File: src/rtl/rift2_wb_pkg.sv
// Shared types and constants for the Rift2 Wishbone bridge.
package rift2_wb_pkg;

    // Bridge transfer states
    typedef enum logic [1:0] {
        StIdle,
        StReq,
        StRsp,
        StAck
    } state_e;

    // Address bits [19:8] equal to this select the local CSR bank
    localparam logic [11:0] CsrHitField = 12'hFFF;

    // CSR byte offsets (address bits [7:0])
    localparam logic [7:0] CsrCtrlOff    = 8'h00;
    localparam logic [7:0] CsrStatusOff  = 8'h04;
    localparam logic [7:0] CsrErrAddrOff = 8'h08;

    // Read data returned on aborted transfers
    localparam logic [31:0] TimeoutData = 32'hDEAD_BEEF;
    localparam logic [31:0] ErrData     = 32'hBADB_AD00;

    // STATUS bit indices
    localparam int unsigned StatusTimeoutBit = 0;
    localparam int unsigned StatusErrBit     = 1;

    function automatic logic is_csr_addr(input logic [31:0] adr);
        return adr[19:8] == CsrHitField;
    endfunction

endpackage

File: src/rtl/rift2_wb_bridge.sv
// Wishbone classic slave in front of the Rift2 core. Serves a small CSR bank
// (core hold, sticky status, error address) and forwards every other in-window
// access as a valid/ready request/response transaction.
// Optional macro RIFT2_WB_TIMEOUT_EN adds a REQ+RSP timeout guard.
module rift2_wb_bridge
    import rift2_wb_pkg::*;
#(
    parameter logic [31:0] ADDR_BASE   = 32'h3000_0000,
    parameter logic [31:0] ADDR_MASK   = 32'hFFF0_0000,
    parameter int unsigned TIMEOUT_CYC = 255
) (
    input  logic        wb_clk_i,
    input  logic        wb_rst_n,
    input  logic        wbs_cyc_i,
    input  logic        wbs_stb_i,
    input  logic        wbs_we_i,
    input  logic [3:0]  wbs_sel_i,
    input  logic [31:0] wbs_adr_i,
    input  logic [31:0] wbs_dat_i,
    output logic        wbs_ack_o,
    output logic [31:0] wbs_dat_o,
    output logic        req_valid_o,
    input  logic        req_ready_i,
    output logic [31:0] req_addr_o,
    output logic [31:0] req_wdata_o,
    output logic [3:0]  req_wstrb_o,
    output logic        req_we_o,
    input  logic        rsp_valid_i,
    output logic        rsp_ready_o,
    input  logic [31:0] rsp_rdata_i,
    input  logic        rsp_err_i,
    output logic        core_rst_n_o,
    output logic        irq_o
);

    state_e      state_q;
    logic        ack_q;
    logic [31:0] dat_q;
    logic        req_valid_q;
    logic [31:0] req_addr_q;
    logic [31:0] req_wdata_q;
    logic [3:0]  req_wstrb_q;
    logic        req_we_q;
    logic        rsp_ready_q;
    logic        cyc_lost_q;
    logic        hold_q, hold_d;
    logic        core_rst_n_q;
    logic [1:0]  status_q, status_d;
    logic        irq_q;
    logic [31:0] err_addr_q;

    logic        win_hit;
    logic        csr_fire;
    logic        csr_wr;
    logic        fwd_fire;
    logic        rsp_fire;
    logic        tmo_fire;
    logic        xfer_done;
    logic [31:0] done_data;
    logic [31:0] csr_rdata;
    logic [1:0]  status_set;
    logic [1:0]  status_clr;
    logic        err_load;

`ifdef RIFT2_WB_TIMEOUT_EN
    logic [15:0] tmo_cnt_q;
`else
    logic unused_timeout_cyc;
    assign unused_timeout_cyc = ^16'(TIMEOUT_CYC);
`endif

    assign win_hit = (wbs_adr_i & ADDR_MASK) == ADDR_BASE;

    // CSR read mux; unmapped offsets read as zero
    always_comb begin
        csr_rdata = '0;
        case (wbs_adr_i[7:0])
            CsrCtrlOff:    csr_rdata = {31'b0, hold_q};
            CsrStatusOff:  csr_rdata = {30'b0, status_q};
            CsrErrAddrOff: csr_rdata = err_addr_q;
            default:       csr_rdata = '0;
        endcase
    end

    // Transfer events and CSR next-state; a status set beats a same-cycle W1C
    always_comb begin
        csr_fire = (state_q == StIdle) && wbs_cyc_i && wbs_stb_i && win_hit && !ack_q
                   && is_csr_addr(wbs_adr_i);
        fwd_fire = (state_q == StIdle) && wbs_cyc_i && wbs_stb_i && win_hit && !ack_q
                   && !is_csr_addr(wbs_adr_i);
        csr_wr   = csr_fire && wbs_we_i;
        rsp_fire = (state_q == StRsp) && rsp_valid_i;
`ifdef RIFT2_WB_TIMEOUT_EN
        // A response arriving on the timeout cycle still completes normally
        tmo_fire = ((state_q == StReq) || (state_q == StRsp)) && !rsp_fire
                   && (tmo_cnt_q == 16'(TIMEOUT_CYC));
`else
        tmo_fire = 1'b0;
`endif
        xfer_done = rsp_fire || tmo_fire;

        if (tmo_fire) begin
            done_data = TimeoutData;
        end else if (rsp_err_i) begin
            done_data = ErrData;
        end else if (req_we_q) begin
            done_data = '0;
        end else begin
            done_data = rsp_rdata_i;
        end

        status_set = '0;
        if (rsp_fire && rsp_err_i) status_set[StatusErrBit] = 1'b1;
        if (tmo_fire)              status_set[StatusTimeoutBit] = 1'b1;

        status_clr = '0;
        if (csr_wr && (wbs_adr_i[7:0] == CsrStatusOff) && wbs_sel_i[0]) begin
            status_clr = wbs_dat_i[1:0];
        end
        status_d = (status_q & ~status_clr) | status_set;

        hold_d = hold_q;
        if (csr_wr && (wbs_adr_i[7:0] == CsrCtrlOff) && wbs_sel_i[0]) begin
            hold_d = wbs_dat_i[0];
        end

        err_load = (rsp_fire && rsp_err_i) || tmo_fire;
    end

    // Bridge FSM, CSR bank and all registered outputs
    always_ff @(posedge wb_clk_i or negedge wb_rst_n) begin
        if (!wb_rst_n) begin
            state_q      <= StIdle;
            ack_q        <= 1'b0;
            dat_q        <= '0;
            req_valid_q  <= 1'b0;
            req_addr_q   <= '0;
            req_wdata_q  <= '0;
            req_wstrb_q  <= '0;
            req_we_q     <= 1'b0;
            rsp_ready_q  <= 1'b0;
            cyc_lost_q   <= 1'b0;
            hold_q       <= 1'b1;
            core_rst_n_q <= 1'b0;
            status_q     <= '0;
            irq_q        <= 1'b0;
            err_addr_q   <= '0;
`ifdef RIFT2_WB_TIMEOUT_EN
            tmo_cnt_q    <= '0;
`endif
        end else begin
            // Ack and read data are single-cycle pulses
            ack_q        <= 1'b0;
            dat_q        <= '0;
            hold_q       <= hold_d;
            core_rst_n_q <= ~hold_d;
            status_q     <= status_d;
            irq_q        <= |status_d;
            if (err_load) err_addr_q <= req_addr_q;

`ifdef RIFT2_WB_TIMEOUT_EN
            if (fwd_fire) begin
                tmo_cnt_q <= '0;
            end else if ((state_q == StReq) || (state_q == StRsp)) begin
                tmo_cnt_q <= tmo_cnt_q + 16'd1;
            end
`endif

            unique case (state_q)
                StIdle: begin
                    if (csr_fire) begin
                        if (!wbs_we_i) dat_q <= csr_rdata;
                        ack_q   <= 1'b1;
                        state_q <= StAck;
                    end else if (fwd_fire) begin
                        req_addr_q  <= wbs_adr_i - ADDR_BASE;
                        req_wdata_q <= wbs_dat_i;
                        req_wstrb_q <= wbs_sel_i;
                        req_we_q    <= wbs_we_i;
                        req_valid_q <= 1'b1;
                        cyc_lost_q  <= 1'b0;
                        state_q     <= StReq;
                    end
                end
                StReq, StRsp: begin
                    // Once the master abandons the cycle, finish quietly
                    if (!wbs_cyc_i) cyc_lost_q <= 1'b1;
                    if (xfer_done) begin
                        req_valid_q <= 1'b0;
                        rsp_ready_q <= 1'b0;
                        if (wbs_cyc_i && !cyc_lost_q) begin
                            ack_q   <= 1'b1;
                            dat_q   <= done_data;
                            state_q <= StAck;
                        end else begin
                            state_q <= StIdle;
                        end
                    end else if ((state_q == StReq) && req_ready_i) begin
                        req_valid_q <= 1'b0;
                        rsp_ready_q <= 1'b1;
                        state_q     <= StRsp;
                    end
                end
                StAck: begin
                    state_q <= StIdle;
                end
                default: begin
                    state_q <= StIdle;
                end
            endcase
        end
    end

    assign wbs_ack_o    = ack_q;
    assign wbs_dat_o    = dat_q;
    assign req_valid_o  = req_valid_q;
    assign req_addr_o   = req_addr_q;
    assign req_wdata_o  = req_wdata_q;
    assign req_wstrb_o  = req_wstrb_q;
    assign req_we_o     = req_we_q;
    assign rsp_ready_o  = rsp_ready_q;
    assign core_rst_n_o = core_rst_n_q;
    assign irq_o        = irq_q;

endmodule
File: config.mk
export PLATFORM = sky130hd
export DESIGN_NAME = rift2_wb_bridge
export DESIGN_NICKNAME = d
export VERILOG_FILES = /design/src/rtl/rift2_wb_pkg.sv /design/src/rtl/rift2_wb_bridge.sv
export SDC_FILE = /design/constraint.sdc
export NUM_CORES = 1
export LEC_CHECK = 0
export CAP_MARGIN = 20
export CORE_MARGIN = 2
export CORE_UTILIZATION = 23
export CTS_CLUSTER_SIZE = 14
export DETAILED_ROUTE_END_ITERATION = 7
export PLACE_DENSITY = 0.54
export SLEW_MARGIN = 20
export SYNTH_ARGS = -nofsm -noshare
export SYNTH_HDL_FRONTEND = slang
export SYNTH_SLANG_ARGS = --single-unit
File: constraint.sdc
create_clock -name wb_clk_i -period 2.94 [get_ports wb_clk_i]
set_clock_uncertainty 0.2 [all_clocks]
set_input_delay 0.294 -clock wb_clk_i [delete_from_list [all_inputs] [get_ports wb_clk_i]]
set_output_delay 0.294 -clock wb_clk_i [all_outputs]
set_load 0.01 [all_outputs]
==> results.ini, run 1 <==
[status]
status=finished clean

[floorplan]
core_um2=24500
io_pins=214
start_util=0.235
die_h_um=162
num_rows=57
die_area_um2=26300
dieWidth_um=162

[synth]
ys.flop_type=dfrtp_1
netlist_area_um2=5760
async_reset_ff_frac=1.00
avgSynthCellArea_um2=14.6
synth_seq_cells=144
synth_edf_count=0
syn_nets=509
synth.top_cells.by_count=dfrtp_1 (143), mux2_2 (85), a21oi_1 (21)
ys_warn_count=0
yosysTopAreaCell=dfrtp_1
post_synth_main_area_contributors=dfrtp_1 (62%), mux2_2 (17%), o2bb2ai_1 (2.4%)
syn_inst=395
seq_area_frac_synth=0.626
synth_top_area_share=0.621
yosysMostFrequentCell=dfrtp_1
synth_cell_type_count=49

[clock_tree]
cts_buffer_depth=2
cts_tree=done
cts_buffers=17
clock_latency_ns=0.41
clkTransAtPathRegs_ns=0.06
cts_sinks=144
cts-root-buf=clkbuf_16
h-tree-depth=4

[cells_and_area]
multiInputGateArea_um2=2020
areaGrowthSynthToFinish_pct=55.8
regArea_um2=3600
num-fill-cells=2301
nNetsFinal=732
drive_above_1_share=0.226
post-route-util=0.367
design_area_um2=8970

[placement]
port_buffers=213
dpl_worst_slack_ns=0.113
place_congestion=0.739
dp.final_hpwl_um=12300
placed_cell_area_um2=8340

[detailed_routing]
drc=0
via_per_inst=4.35
drt_wl_total_um=16800
drtIter0Drc=182
vias=4147
firstDrtPassIters=4
wl_per_cell_um=17.6
final_antenna_net_count=0

[pwr]
ir_drop_v=0.000289
leakagePower_nw=4.02
cellPowerDensity_nw_per_um2=546

[setup_path]
reg2reg_from=state_q[0]
worstSetupStartpointType=flip-flop
critical_path_class=flip-flop to flip-flop
endpoint_kind=flip-flop
crit_start=state_q[0]
crit_required_ns=3.04
crit_path_max_fanout=34
worst-endpoint-arrival_ns=2.66

[global_routing]
grt_pass1_wl_um=26100
grt_max_degree=72
grt_pass1_vias=4418
overflow=0
track_usage=0.131
grt_antenna_before_repair=1

[sta]
drv_slew=0
clock.fmax_ghz=0.390
min_period_over_period=0.872
worst-slew-pin-transition_ns=0.687
relSlewSlack=0.542
setup_ws_ns=0.376
hold-worst-slack_ns=0.256
rsz0062_at_grt=false
hold_viol_final=0
tns_ns=0
period_minus_slack_ns=2.56
setup_viol=0

[hold_path]
worstHoldPathType=input pin to asynchronous set/reset pin

[run]
max_cap_viol_count=0

==> what timing repair did <==
item,4_1_cts,5_1_grt
hold buffers,1,0
endpoints found under the hold margin,68,0
resized for setup,0,0
buffers inserted,0,0
setup endpoints to repair,0,0
==> through the flow <==
stage | cells | power (mW)
2_1_floorplan | 395 | 2.31
3_3_place_gp | 922 | 2.61
3_5_place_dp | 922 | 2.62
4_1_cts | 952 | 4.97
5_1_grt | 953 | 5.12
6_report | 953 | 4.90
==> worst max-delay path, stage by stage (launching register included) <==
cell and delay, ns:
dfrtp_1 0.41, inv_1 0.13, ha_1 0.23, nor4b_2 0.27, nand4_2 0.33, nor2_4 0.25, buf_12 0.23, mux2_2 0.37
==> area by class of cell <==
| class | instances | share of cell area |
|---|---|---|
| flip-flops and latches | 144 | 0.402 |
| repair buffers | 225 | 0.256 |
| multi-input cells | 224 | 0.225 |
| clock buffers | 19 | 0.0482 |
| well taps | 324 | 0.0452 |
| clock inverters | 10 | 0.0211 |
| inverters | 6 | 0.00251 |
| diodes | 1 | 0.000279 |
==> sequential cells by signal, indices dropped and copies added (netlist names) <==
name / count
wbs_dat_o: 32
req_we_o: 1
core_rst_n_o: 1
rsp_ready_o: 1
req_addr_o: 32
state_q: 2
irq_o: 1
err_addr_q: 32
cyc_lost_q: 1
req_wstrb_o: 4
wbs_ack_o: 1
req_valid_o: 1
req_wdata_o: 32
hold_q: 1
status_q: 2
==> layout by cell type (no fill, tap or decap), types with 5 or more instances in the layout <==
master and n:
o21ai_0 8, buf_12 6, nand3_1 7, o2bb2ai_1 16, bufinv_16 5, buf_4 5, clkbuf_16 17, ha_1 6
mux2_1 5, clkdlybuf4s50_1 212, and2_1 9, a31oi_1 5, a21oi_1 21, mux2_2 85, a22o_1 8, inv_1 5
a22o_2 6, dfrtp_1 143
==> final timing paths <==
kind	endpoint	slack, ns	cells after the start
setup / recovery	req_wdata_o[20]	0.38	7
hold / removal	req_wdata_o[3]	0.26	2
setup reg to reg	req_wdata_o[20]	0.38	7
hold reg to reg	wbs_dat_o[23]	0.28	1
max in group asynchronous	wbs_dat_o[16]	1.49	3
min in group wb_clk_i	wbs_dat_o[1]	0.26	3
==> layer usage <==
metal,vias to the layer above,GRT usage,part of all wire
met5,-,0,0
met4,0,0.0511,0.019
met3,22,0.0409,0.060
met2,135,0.215,0.49
met1,2087,0.161,0.43
li1,1903,-,-
==> logic make-up (layout without fill, tap and decap cells) <==
logic type / Yosys count / in the layout / share of synthesized area
xor gates and xnor gates: 1 / 1 / 0.00152
other: 0 / 1 / 0
DFF: 144 / 144 / 0.626
muxes: 94 / 94 / 0.183
and+or+nand+nor: 52 / 52 / 0.0639
AOI/OAI and AO/OA: 71 / 71 / 0.0880
adders and majority gates: 6 / 6 / 0.0130
buffers and inverters: 27 / 260 / 0.0248
==> power breakdown <==
| group | internal [mW] | switching (mW) |
|---|---|---|
| combinational | 0.278 | 0.264 |
| sequential | 2.02 | 0.0268 |
| clock | 1.49 | 0.819 |
| total | 3.79 | 1.11 |
No activity file was read; power rests on OpenSTA's default activity.
==> inputs of run 2 (changes only) <==
Settings changed: GPL_TIMING_DRIVEN set to 1.
==> results of run 2 <==
The final DEF is identical to that of run 1; final timing and power are the same.
